===== src/rtl/s2p_pkg.sv =====
// s2p shared types and frame-length derivation.
// S2P_PARITY_EN appends one even-parity beat to every frame.
package s2p_pkg;

    typedef enum logic {
        COLLECT = 1'b0,
        HOLD    = 1'b1
    } state_t;

    localparam int S2P_N_DEF = 8;

    function automatic int frame_len(input int n);
`ifdef S2P_PARITY_EN
        return n + 1;
`else
        return n;
`endif
    endfunction

endpackage


===== src/rtl/s2p.sv =====
// Serial-to-parallel deserializer, LSB first, shift plus output register.
// Define S2P_PARITY_EN for a trailing even-parity beat and p_err.
module s2p
    import s2p_pkg::*;
#(
    parameter int N = S2P_N_DEF
) (
    input  logic         clk,
    input  logic         rstn,
    input  logic         s_data,
    input  logic         s_valid,
    output logic         s_ready,
    output logic [N-1:0] p_data,
    output logic         p_valid,
    input  logic         p_ready,
    output logic         p_err
);

    localparam int FRAME = frame_len(N);
    localparam int CW    = $clog2(FRAME);

    state_t        state;
    logic [CW-1:0] cnt;
    logic [N-1:0]  sreg;
    logic [N-1:0]  word;
    logic          s_fire;
    logic          last;
    logic          out_free;

    assign s_ready  = (state == COLLECT);
    assign s_fire   = s_valid & s_ready;
    assign out_free = !p_valid | p_ready;
    assign last     = (cnt == CW'(FRAME - 1));

`ifdef S2P_PARITY_EN
    logic par;
    logic err;

    // The final beat is parity only, so the data word is already complete.
    assign word = sreg;
    assign err  = par ^ s_data;
`else
    assign word  = {s_data, sreg[N-1:1]};
    assign p_err = 1'b0;
`endif

    always_ff @(posedge clk) begin
        if (!rstn) begin
            state   <= COLLECT;
            cnt     <= '0;
            sreg    <= '0;
            p_data  <= '0;
            p_valid <= 1'b0;
`ifdef S2P_PARITY_EN
            par     <= 1'b0;
            p_err   <= 1'b0;
`endif
        end else begin
            if (p_valid && p_ready) begin
                p_valid <= 1'b0;
            end
            unique case (state)
                COLLECT: begin
                    if (s_fire && !last) begin
                        sreg <= {s_data, sreg[N-1:1]};
                        cnt  <= cnt + 1'b1;
`ifdef S2P_PARITY_EN
                        par  <= par ^ s_data;
`endif
                    end else if (s_fire && out_free) begin
                        p_data  <= word;
                        p_valid <= 1'b1;
                        cnt     <= '0;
`ifdef S2P_PARITY_EN
                        p_err   <= err;
                        par     <= 1'b0;
`endif
                    end else if (s_fire) begin
                        state <= HOLD;
`ifdef S2P_PARITY_EN
                        par   <= err;
`else
                        sreg  <= word;
`endif
                    end
                end
                HOLD: begin
                    if (out_free) begin
                        p_data  <= sreg;
                        p_valid <= 1'b1;
                        cnt     <= '0;
                        state   <= COLLECT;
`ifdef S2P_PARITY_EN
                        p_err   <= par;
                        par     <= 1'b0;
`endif
                    end
                end
                default: state <= COLLECT;
            endcase
        end
    end

endmodule


===== config.mk =====
export PLATFORM = sky130hd
export DESIGN_NAME = s2p
export DESIGN_NICKNAME = d
export VERILOG_FILES = /design/src/rtl/s2p_pkg.sv /design/src/rtl/s2p.sv
export SDC_FILE = /design/constraint.sdc
export NUM_CORES = 1
export LEC_CHECK = 0
export CAP_MARGIN = 0
export CORE_MARGIN = 8
export CORE_UTILIZATION = 40
export CTS_CLUSTER_DIAMETER = 80
export DETAILED_ROUTE_END_ITERATION = 6
export PLACE_DENSITY = 0.74
export SYNTH_ARGS = -nofsm -noshare
export SYNTH_HDL_FRONTEND = slang
export SYNTH_SLANG_ARGS = --single-unit
export TNS_END_PERCENT = 50

===== constraint.sdc =====
create_clock -name clk -period 2.3 [get_ports clk]
set_input_delay 0.345 -clock clk [delete_from_list [all_inputs] [get_ports clk]]
set_output_delay 0.345 -clock clk [all_outputs]
set_load 0.01 [all_outputs]

==> impl_metrics.prom, run 1 <==
# TYPE chip_impl_metric gauge
chip_impl_info{name="run_status",value="finished, final reports clean"} 1
chip_impl_metric{name="wire_per_inst",unit="um"} 13.0
chip_impl_metric{name="synth.lib_cells_used.distinct",unit=""} 25
chip_impl_metric{name="finalSetupViolCount",unit=""} 0
chip_impl_metric{name="clock_power_share",unit="%"} 28.7
chip_impl_metric{name="avgSynthCellArea",unit="um^2"} 10.7
chip_impl_metric{name="drt_first_pass_iters",unit=""} 4
chip_impl_metric{name="postSynthRegisterBits",unit=""} 21
chip_impl_info{name="final_common_cell",value="sky130_fd_sc_hd__dfxtp_1"} 1
chip_impl_info{name="cts-root-buf",value="sky130_fd_sc_hd__clkbuf_4"} 1
chip_impl_metric{name="io_pins",unit=""} 16
chip_impl_info{name="path_class",value="register to primary output"} 1
chip_impl_metric{name="power_frac_seq",unit="%"} 64.6
chip_impl_metric{name="cts_inserted_buffers",unit=""} 3
chip_impl_metric{name="area_inside_the_core_boundary",unit="mm^2"} 0.00239
chip_impl_metric{name="power-per-cell-area",unit="mW/mm^2"} 507
chip_impl_metric{name="place_area",unit="mm^2"} 0.00111
chip_impl_metric{name="yosys.area_share.adder",unit="%"} 2.57
chip_impl_metric{name="internal_power_component",unit="uW"} 456
chip_impl_metric{name="switching_share",unit="%"} 20.9
chip_impl_metric{name="wl_met1",unit="um"} 769
chip_impl_metric{name="num-fill-cells",unit=""} 231
chip_impl_metric{name="yosys_warnings",unit=""} 0
chip_impl_metric{name="finalCritPeriodShare",unit="%"} 75.2
chip_impl_metric{name="grt.overflow.total",unit=""} 0
chip_impl_metric{name="grt_util_all_layers",unit="%"} 8.53
chip_impl_info{name="dominant_synthesized_flop_cell",value="sky130_fd_sc_hd__dfxtp_1"} 1
chip_impl_metric{name="layout.core_utilization",unit="%"} 47.6
chip_impl_metric{name="maximum_vdd_ir_drop",unit="uV"} 358
chip_impl_metric{name="antenna_left",unit=""} 0
chip_impl_metric{name="detail_route.iter0.violations",unit=""} 49
chip_impl_metric{name="drive_gt1_share",unit="%"} 8.74
chip_impl_info{name="topRoutingLayerUsed",value="met4"} 1
chip_impl_metric{name="register_area",unit="um^2"} 420
chip_impl_metric{name="hold_buffer_count_at_cts",unit=""} 0
chip_impl_metric{name="cts_sinks",unit=""} 21
chip_impl_metric{name="post-route-drc-count",unit=""} 0
chip_impl_metric{name="yosys.area_share.simple",unit="%"} 16.2
chip_impl_metric{name="critPathRequiredTime",unit="ns"} 1.96
chip_impl_metric{name="timing_max_transition_violations_final",unit=""} 0
chip_impl_metric{name="h-tree-depth",unit=""} 1
chip_impl_metric{name="cts.repair_timing.setup_buffer_count",unit=""} 0
chip_impl_info{name="cp_slowest_cell",value="sky130_fd_sc_hd__clkdlybuf4s50_1"} 1
chip_impl_metric{name="period_minus_slack",unit="ns"} 1.73
chip_impl_info{name="startpoint_class_of_the_critical_path",value="register"} 1
chip_impl_metric{name="post_synth_inst_count",unit=""} 91
chip_impl_metric{name="ratio_of_routed_vias_to_standard_cells",unit=""} 5.09
chip_impl_metric{name="first_global_vias",unit=""} 682
chip_impl_metric{name="netlist_area",unit="um^2"} 975
chip_impl_metric{name="initial_antenna_violation_count",unit=""} 0
chip_impl_metric{name="final_area",unit="mm^2"} 0.00114
chip_impl_metric{name="die_width",unit="um"} 65.4
chip_impl_metric{name="synth_enable_flop_cells",unit=""} 0
chip_impl_metric{name="met2_wirelength",unit="um"} 838
chip_impl_info{name="synth_top_family_by_area",value="multiplexers"} 1
chip_impl_info{name="cts_tree",value="done"} 1
chip_impl_metric{name="worstPathMaxFanout",unit=""} 15
chip_impl_metric{name="fmax",unit="MHz"} 578
chip_impl_info{name="grt_setup_unrepaired",value="false"} 1
chip_impl_metric{name="yosysSeqAreaShare",unit="%"} 43.1
chip_impl_metric{name="fin_worst_skew",unit="ns"} 0.00685
chip_impl_metric{name="io_buffers",unit=""} 14
chip_impl_metric{name="final_cell_count_no_fill",unit=""} 133
chip_impl_metric{name="detailedPlace.worstSlack",unit="ns"} 0.565
chip_impl_info{name="top_library_cells_by_usage_in_the_layout_fill_and_taps_aside",value="sky130_fd_sc_hd__dfxtp_1, sky130_fd_sc_hd__mux2i_1, sky130_fd_sc_hd__clkdlybuf4s50_1, sky130_fd_sc_hd__nand2_1"} 1
chip_impl_metric{name="dr_wl_met3",unit="um"} 80
chip_impl_metric{name="cts_max_path_buffers",unit=""} 2
chip_impl_metric{name="dp.cells",unit=""} 129
chip_impl_metric{name="compound_gate_fraction_of_synth_area",unit="%"} 15.0
chip_impl_metric{name="yosys-mux-area-fraction",unit="%"} 16.4
chip_impl_metric{name="initial_utilization",unit="%"} 40.8
chip_impl_metric{name="ys_async_sr_fraction",unit="%"} 0
chip_impl_metric{name="post_cts_resize_count",unit=""} 0
chip_impl_info{name="path_delay_family",value="buffers and inverters"} 1
chip_impl_metric{name="areaGrowthSynthToFinish",unit="%"} 16.6
chip_impl_metric{name="slowest_delay",unit="ns"} 0.53
chip_impl_metric{name="cp_num_buf_inv",unit=""} 3
chip_impl_info{name="cells_traversed_along_the_worst_timing_path",value="buf_4 -> inv_1 -> clkdlybuf4s50_1"} 1
chip_impl_metric{name="final.setup.worst_slack",unit="ns"} 0.570
chip_impl_metric{name="floorplan.rows",unit=""} 18
chip_impl_metric{name="antenna_cells",unit=""} 0
chip_impl_metric{name="detailroute.via_count",unit=""} 677
chip_impl_metric{name="finalSetupTns",unit="ns"} 0
chip_impl_metric{name="detailed_place_hpwl",unit="um"} 1350
chip_impl_metric{name="power.combinational.fraction",unit="%"} 6.7
chip_impl_metric{name="power.leakage",unit="uW"} 0.000513
chip_impl_metric{name="design.final.nets",unit=""} 111
chip_impl_metric{name="clkSlewWorstSetupHoldPaths",unit="ns"} 0.11
chip_impl_metric{name="hold_viol_final",unit=""} 0
chip_impl_metric{name="synth.net_count",unit=""} 98
chip_impl_metric{name="crit_arrival",unit="ns"} 1.38
chip_impl_metric{name="die_h",unit="um"} 65.4
chip_impl_info{name="worstHoldPathType",value="register to register"} 1
chip_impl_metric{name="maxCapViolCount",unit=""} 0
chip_impl_metric{name="detail_route.wirelength",unit="um"} 1720
chip_impl_metric{name="floorplan.die_area",unit="mm^2"} 0.00427
chip_impl_metric{name="grt_start_max_net_pins",unit=""} 16
chip_impl_metric{name="yosys.area_share.xor_xnor",unit="%"} 0
chip_impl_metric{name="total_switching_power",unit="uW"} 120
chip_impl_metric{name="multi_input_gate_area_in_the_final_layout",unit="um^2"} 493
chip_impl_metric{name="insertion_delay",unit="ns"} 0.29
chip_impl_metric{name="gp_congestion",unit=""} 0.697
chip_impl_metric{name="grt_first_pass_wirelength",unit="um"} 2880
chip_impl_info{name="worst_setup_path_end_kind",value="primary output"} 1
[power groups by stage]
stage	sequential (uW)	clock, uW	combinational, uW
2_1_floorplan	380	0	26.2
3_3_place_gp	380	0	36.9
3_5_place_dp	381	0	38.5
4_1_cts	372	175	38.6
5_1_grt	373	192	42.2
6_report	372	165	38.3
[tightest hold or removal path: cells and delay by family, from the launching register on]
kind	cells	cell delay, ns
mux	1	0.05
flops	1	0.33
simple gates	1	0.05
[final cells by class]
class                      instances  share of cell area [%]
tap                               30                    3.30
timing repair buffer              16                    13.7
clock buffer                       4                    2.31
inverter                           1                   0.330
multi-input combinational         61                    43.4
sequential                        21                    37.0
[sequential cells by signal, indices dropped and copies added, names as in the netlist]
register  count
cnt           3
p_data        8
p_valid       1
sreg          8
state         1
[path summary, 6_finish.rpt]
check	startpoint	to	slack [ns]	cells past startpoint
worst max-delay path	state	s_ready	0.57	3
worst min-delay path	sreg[0]	sreg[0]	0.48	2
worst max register to register	cnt[0]	p_data[6]	0.62	5
worst min register to register	sreg[0]	sreg[0]	0.48	2
[metal layers]
metal | vias up | GRT usage [%]
met5 | - | 0
met1 | 303 | 8.59
met4 | 0 | 4.90
met3 | 6 | 2.55
met2 | 15 | 15.3
li1 | 353 | -
[per-stage QoR]
step | hold slack, ns | power [uW]
after global routing | 0.500 | 607
final | 0.479 | 576
after detailed placement | 0.464 | 419
after CTS | 0.480 | 586
after floorplan | 0.434 | 406
after global placement | 0.450 | 417
[synth_stat cells, types with 2 or more instances]
cell	number	area, um^2
sky130_fd_sc_hd__dfxtp_1	21	420
sky130_fd_sc_hd__mux2i_1	16	160
sky130_fd_sc_hd__nand2_1	9	33.8
sky130_fd_sc_hd__nand3_1	8	40.0
sky130_fd_sc_hd__o211a_1	8	80.1
sky130_fd_sc_hd__buf_4	3	22.5
sky130_fd_sc_hd__nor3b_1	3	22.5
sky130_fd_sc_hd__a32o_1	2	20.0
sky130_fd_sc_hd__buf_6	2	22.5
sky130_fd_sc_hd__clkbuf_1	2	7.51
sky130_fd_sc_hd__ha_1	2	25.0
sky130_fd_sc_hd__nand2b_4	2	27.5
[cell families (layout without fill, tap and decap cells)]
logic type      count (synthesis)  in the layout
fa+ha+maj                       2              2
buf+inv                         9             21
compound gates                 15             15
flops                          21             21
mux                            16             16
simple gates                   27             27
other cells                     1              1
Note: power is estimated with default switching activity, not from simulation.
==> inputs of run 2 (changes only) <==
--- a/config.mk
+++ b/config.mk
@@ -10,7 +10,7 @@
 export CORE_UTILIZATION = 40
 export CTS_CLUSTER_DIAMETER = 80
 export DETAILED_ROUTE_END_ITERATION = 6
-export PLACE_DENSITY = 0.74
+export PLACE_DENSITY = 0.76
 export SYNTH_ARGS = -nofsm -noshare
 export SYNTH_HDL_FRONTEND = slang
 export SYNTH_SLANG_ARGS = --single-unit
==> constraint.sdc (replaced) <==
create_clock -name clk -period 1.59 [get_ports clk]
set_input_delay 0.2385 -clock clk [delete_from_list [all_inputs] [get_ports clk]]
set_output_delay 0.2385 -clock clk [all_outputs]
set_load 0.01 [all_outputs]
==> impl_metrics.prom, run 2 (synthesized netlist as in run 1, its figures left out) <==
# TYPE chip_impl_metric gauge
chip_impl_info{name="run_status",value="finished, final reports clean"} 1
chip_impl_metric{name="power.combinational.fraction",unit="%"} 7.5
chip_impl_metric{name="insertion_delay",unit="ns"} 0.30
chip_impl_metric{name="clkSlewWorstSetupHoldPaths",unit="ns"} 0.11
chip_impl_metric{name="detail_route.iter0.violations",unit=""} 32
chip_impl_metric{name="antenna_cells",unit=""} 0
chip_impl_metric{name="crit_arrival",unit="ns"} 1.73
chip_impl_metric{name="finalSetupViolCount",unit=""} 0
chip_impl_metric{name="initial_utilization",unit="%"} 40.8
chip_impl_metric{name="fmax",unit="MHz"} 653
chip_impl_info{name="cp_common_cell",value="sky130_fd_sc_hd__ha_1"} 1
chip_impl_metric{name="cts_inserted_buffers",unit=""} 3
chip_impl_metric{name="antenna_left",unit=""} 0
chip_impl_metric{name="fin_worst_skew",unit="ns"} 0.00245
chip_impl_metric{name="switching_share",unit="%"} 21.5
chip_impl_metric{name="layout.core_utilization",unit="%"} 50.0
chip_impl_metric{name="floorplan.rows",unit=""} 18
chip_impl_metric{name="dp.cells",unit=""} 134
chip_impl_metric{name="grt_util_all_layers",unit="%"} 8.99
chip_impl_metric{name="period_minus_slack",unit="ns"} 1.53
chip_impl_metric{name="drt_first_pass_iters",unit=""} 4
chip_impl_metric{name="cp_num_buf_inv",unit=""} 1
chip_impl_metric{name="initial_antenna_violation_count",unit=""} 0
chip_impl_metric{name="gp_congestion",unit=""} 0.706
chip_impl_metric{name="cts_max_path_buffers",unit=""} 2
chip_impl_metric{name="h-tree-depth",unit=""} 1
chip_impl_info{name="worst_setup_path_end_kind",value="register"} 1
chip_impl_metric{name="die_width",unit="um"} 65.4
chip_impl_info{name="cp_slowest_cell",value="sky130_fd_sc_hd__dfxtp_1"} 1
chip_impl_metric{name="place_area",unit="mm^2"} 0.00115
chip_impl_metric{name="detail_route.wirelength",unit="um"} 1810
chip_impl_metric{name="design.final.nets",unit=""} 117
chip_impl_metric{name="clock_power_share",unit="%"} 29.1
chip_impl_metric{name="total_switching_power",unit="uW"} 183
chip_impl_metric{name="ratio_of_routed_vias_to_standard_cells",unit=""} 5.07
chip_impl_metric{name="cts_sinks",unit=""} 21
chip_impl_metric{name="worstPathMaxFanout",unit=""} 4
chip_impl_metric{name="die_h",unit="um"} 65.4
chip_impl_metric{name="drive_gt1_share",unit="%"} 13.8
chip_impl_info{name="min_from",value="sreg[0]"} 1
chip_impl_metric{name="area_inside_the_core_boundary",unit="mm^2"} 0.00239
chip_impl_metric{name="grt.overflow.total",unit=""} 0
chip_impl_metric{name="setup.reg_to_reg.worst_slack",unit="ns"} 0.06
chip_impl_metric{name="maxCapViolCount",unit=""} 0
chip_impl_metric{name="first_global_vias",unit=""} 749
chip_impl_info{name="worstHoldPathType",value="register to register"} 1
chip_impl_info{name="startpoint_class_of_the_critical_path",value="register"} 1
chip_impl_metric{name="post_cts_resize_count",unit=""} 0
chip_impl_metric{name="wire_per_inst",unit="um"} 13.0
chip_impl_info{name="rr_endpoint",value="cnt[2]"} 1
chip_impl_info{name="cts_tree",value="done"} 1
chip_impl_info{name="rr_startpoint",value="cnt[0]"} 1
chip_impl_metric{name="final_cell_count_no_fill",unit=""} 139
chip_impl_metric{name="finalSetupTns",unit="ns"} 0
chip_impl_metric{name="power_frac_seq",unit="%"} 63.5
chip_impl_metric{name="maximum_vdd_ir_drop",unit="uV"} 633
chip_impl_info{name="cts-root-buf",value="sky130_fd_sc_hd__clkbuf_4"} 1
chip_impl_metric{name="hold_path_depth",unit=""} 2
chip_impl_metric{name="critPathRequiredTime",unit="ns"} 1.79
chip_impl_metric{name="internal_power_component",unit="uW"} 666
chip_impl_info{name="timing.hold.worst_endpoint",value="sreg[0]"} 1
chip_impl_metric{name="power.leakage",unit="uW"} 0.000547
chip_impl_metric{name="final_area",unit="mm^2"} 0.00119
chip_impl_info{name="cells_traversed_along_the_worst_timing_path",value="ha_1 -> ha_1 -> buf_4 -> nor2_1 -> o22ai_1 -> a32o_1"} 1
chip_impl_metric{name="timing.reg2reg.worst_path_depth",unit=""} 6
chip_impl_metric{name="num-fill-cells",unit=""} 238
chip_impl_metric{name="detailed_place_hpwl",unit="um"} 1400
chip_impl_metric{name="power-per-cell-area",unit="mW/mm^2"} 711
chip_impl_metric{name="hold_viol_final",unit=""} 0
chip_impl_metric{name="grt_start_max_net_pins",unit=""} 13
chip_impl_metric{name="grt_first_pass_wirelength",unit="um"} 3050
chip_impl_metric{name="floorplan.die_area",unit="mm^2"} 0.00427
chip_impl_metric{name="detailroute.via_count",unit=""} 705
chip_impl_metric{name="io_buffers",unit=""} 14
chip_impl_info{name="path_class",value="register to register"} 1
chip_impl_metric{name="finalCritPeriodShare",unit="%"} 96.3
chip_impl_metric{name="areaGrowthSynthToFinish",unit="%"} 22.5
chip_impl_metric{name="io_pins",unit=""} 16
chip_impl_info{name="final_common_cell",value="sky130_fd_sc_hd__dfxtp_1"} 1
chip_impl_info{name="biggestRegsByFlops",value="p_data: 8 flops, sreg: 8 flops, cnt: 3 flops"} 1
chip_impl_info{name="top_library_cells_by_usage_in_the_layout_fill_and_taps_aside",value="sky130_fd_sc_hd__dfxtp_1, sky130_fd_sc_hd__mux2i_1, sky130_fd_sc_hd__clkdlybuf4s50_1, sky130_fd_sc_hd__nand2_1"} 1
chip_impl_info{name="path_delay_family",value="adder cells"} 1
chip_impl_metric{name="post-route-drc-count",unit=""} 0
chip_impl_metric{name="slowest_delay",unit="ns"} 0.35
chip_impl_metric{name="timing_max_transition_violations_final",unit=""} 0
chip_impl_metric{name="hold_ws",unit="ns"} 0.477
## run 2: changes by cell type in the layout (fill, tap and decap cells not counted)
cell,before,now
sky130_fd_sc_hd__buf_4,2,7
sky130_fd_sc_hd__buf_12,0,1
## run 2: routing by layer
| layer | part of all wire, % | wire length [um] | global-route usage [%] |
|---|---|---|---|
| met5 | 0 | 0 | 0 |
| met4 | 1.5 | 28 | 4.90 |
| met3 | 2.8 | 51 | 2.21 |
| met2 | 52 | 939 | 16.6 |
| met1 | 44 | 792 | 9.01 |
## run 2: worst max path at each step
stage                endpoint     from  slack [ns]  cells after the start
finish                 cnt[2]   cnt[0]        0.06                      6
global route           cnt[1]   cnt[0]       -0.01                      6
CTS                   sreg[2]   cnt[0]        0.06                      5
detailed placement    sreg[7]  s_valid        0.04                      4
global placement      sreg[7]  s_valid        0.11                      4
floorplan           p_data[0]   cnt[0]        0.09                      6
## run 2: power by group through the flow
stage	Clock (uW)	Sequential, uW	Combinational (uW)
2_1_floorplan	0	549	37.8
4_1_cts	258	539	57.7
6_report	247	539	63.3
5_1_grt	280	540	69.7
3_3_place_gp	0	550	55.8
3_5_place_dp	0	551	57.5
## run 2: tightest hold or removal path, stage by stage, from the launching register on
cell	delay, ns
sky130_fd_sc_hd__dfxtp_1	0.33
sky130_fd_sc_hd__nand2_1	0.05
sky130_fd_sc_hd__mux2i_1	0.06
## run 2: layout make-up
class | count | area (um^2) | share of cell area (%)
clock buffer | 4 | 26.3 | 2.20
timing repair buffer | 22 | 213 | 17.8
tap | 30 | 37.5 | 3.14
multi-input combinational | 61 | 493 | 41.3
sequential | 21 | 420 | 35.2
inverter | 1 | 3.75 | 0.314
## run 2: what timing repair did
| item | in CTS | in global routing |
|---|---|---|
| hold buffers | 0 | 0 |
| setup buffers | 0 | 1 |
| setup endpoints to repair | 0 | 2 |
## run 2: metrics by stage
| step | setup WS, ns | power (uW) |
|---|---|---|
| detailed placement | 0.0421 | 608 |
| global route | -0.00985 | 890 |
| global placement | 0.108 | 606 |
| finish | 0.0595 | 849 |
| floorplan | 0.0943 | 587 |
| CTS | 0.0618 | 854 |
==> inputs of run 3 (changes only) <==
--- a/config.mk
+++ b/config.mk
@@ -9,6 +9,7 @@
 export CORE_MARGIN = 8
 export CORE_UTILIZATION = 40
 export CTS_CLUSTER_DIAMETER = 80
+export CTS_CLUSTER_SIZE = 24
 export DETAILED_ROUTE_END_ITERATION = 6
 export PLACE_DENSITY = 0.76
 export SYNTH_ARGS = -nofsm -noshare
==> results of run 3 <==
The final DEF is identical to that of run 2; final timing and power are the same.
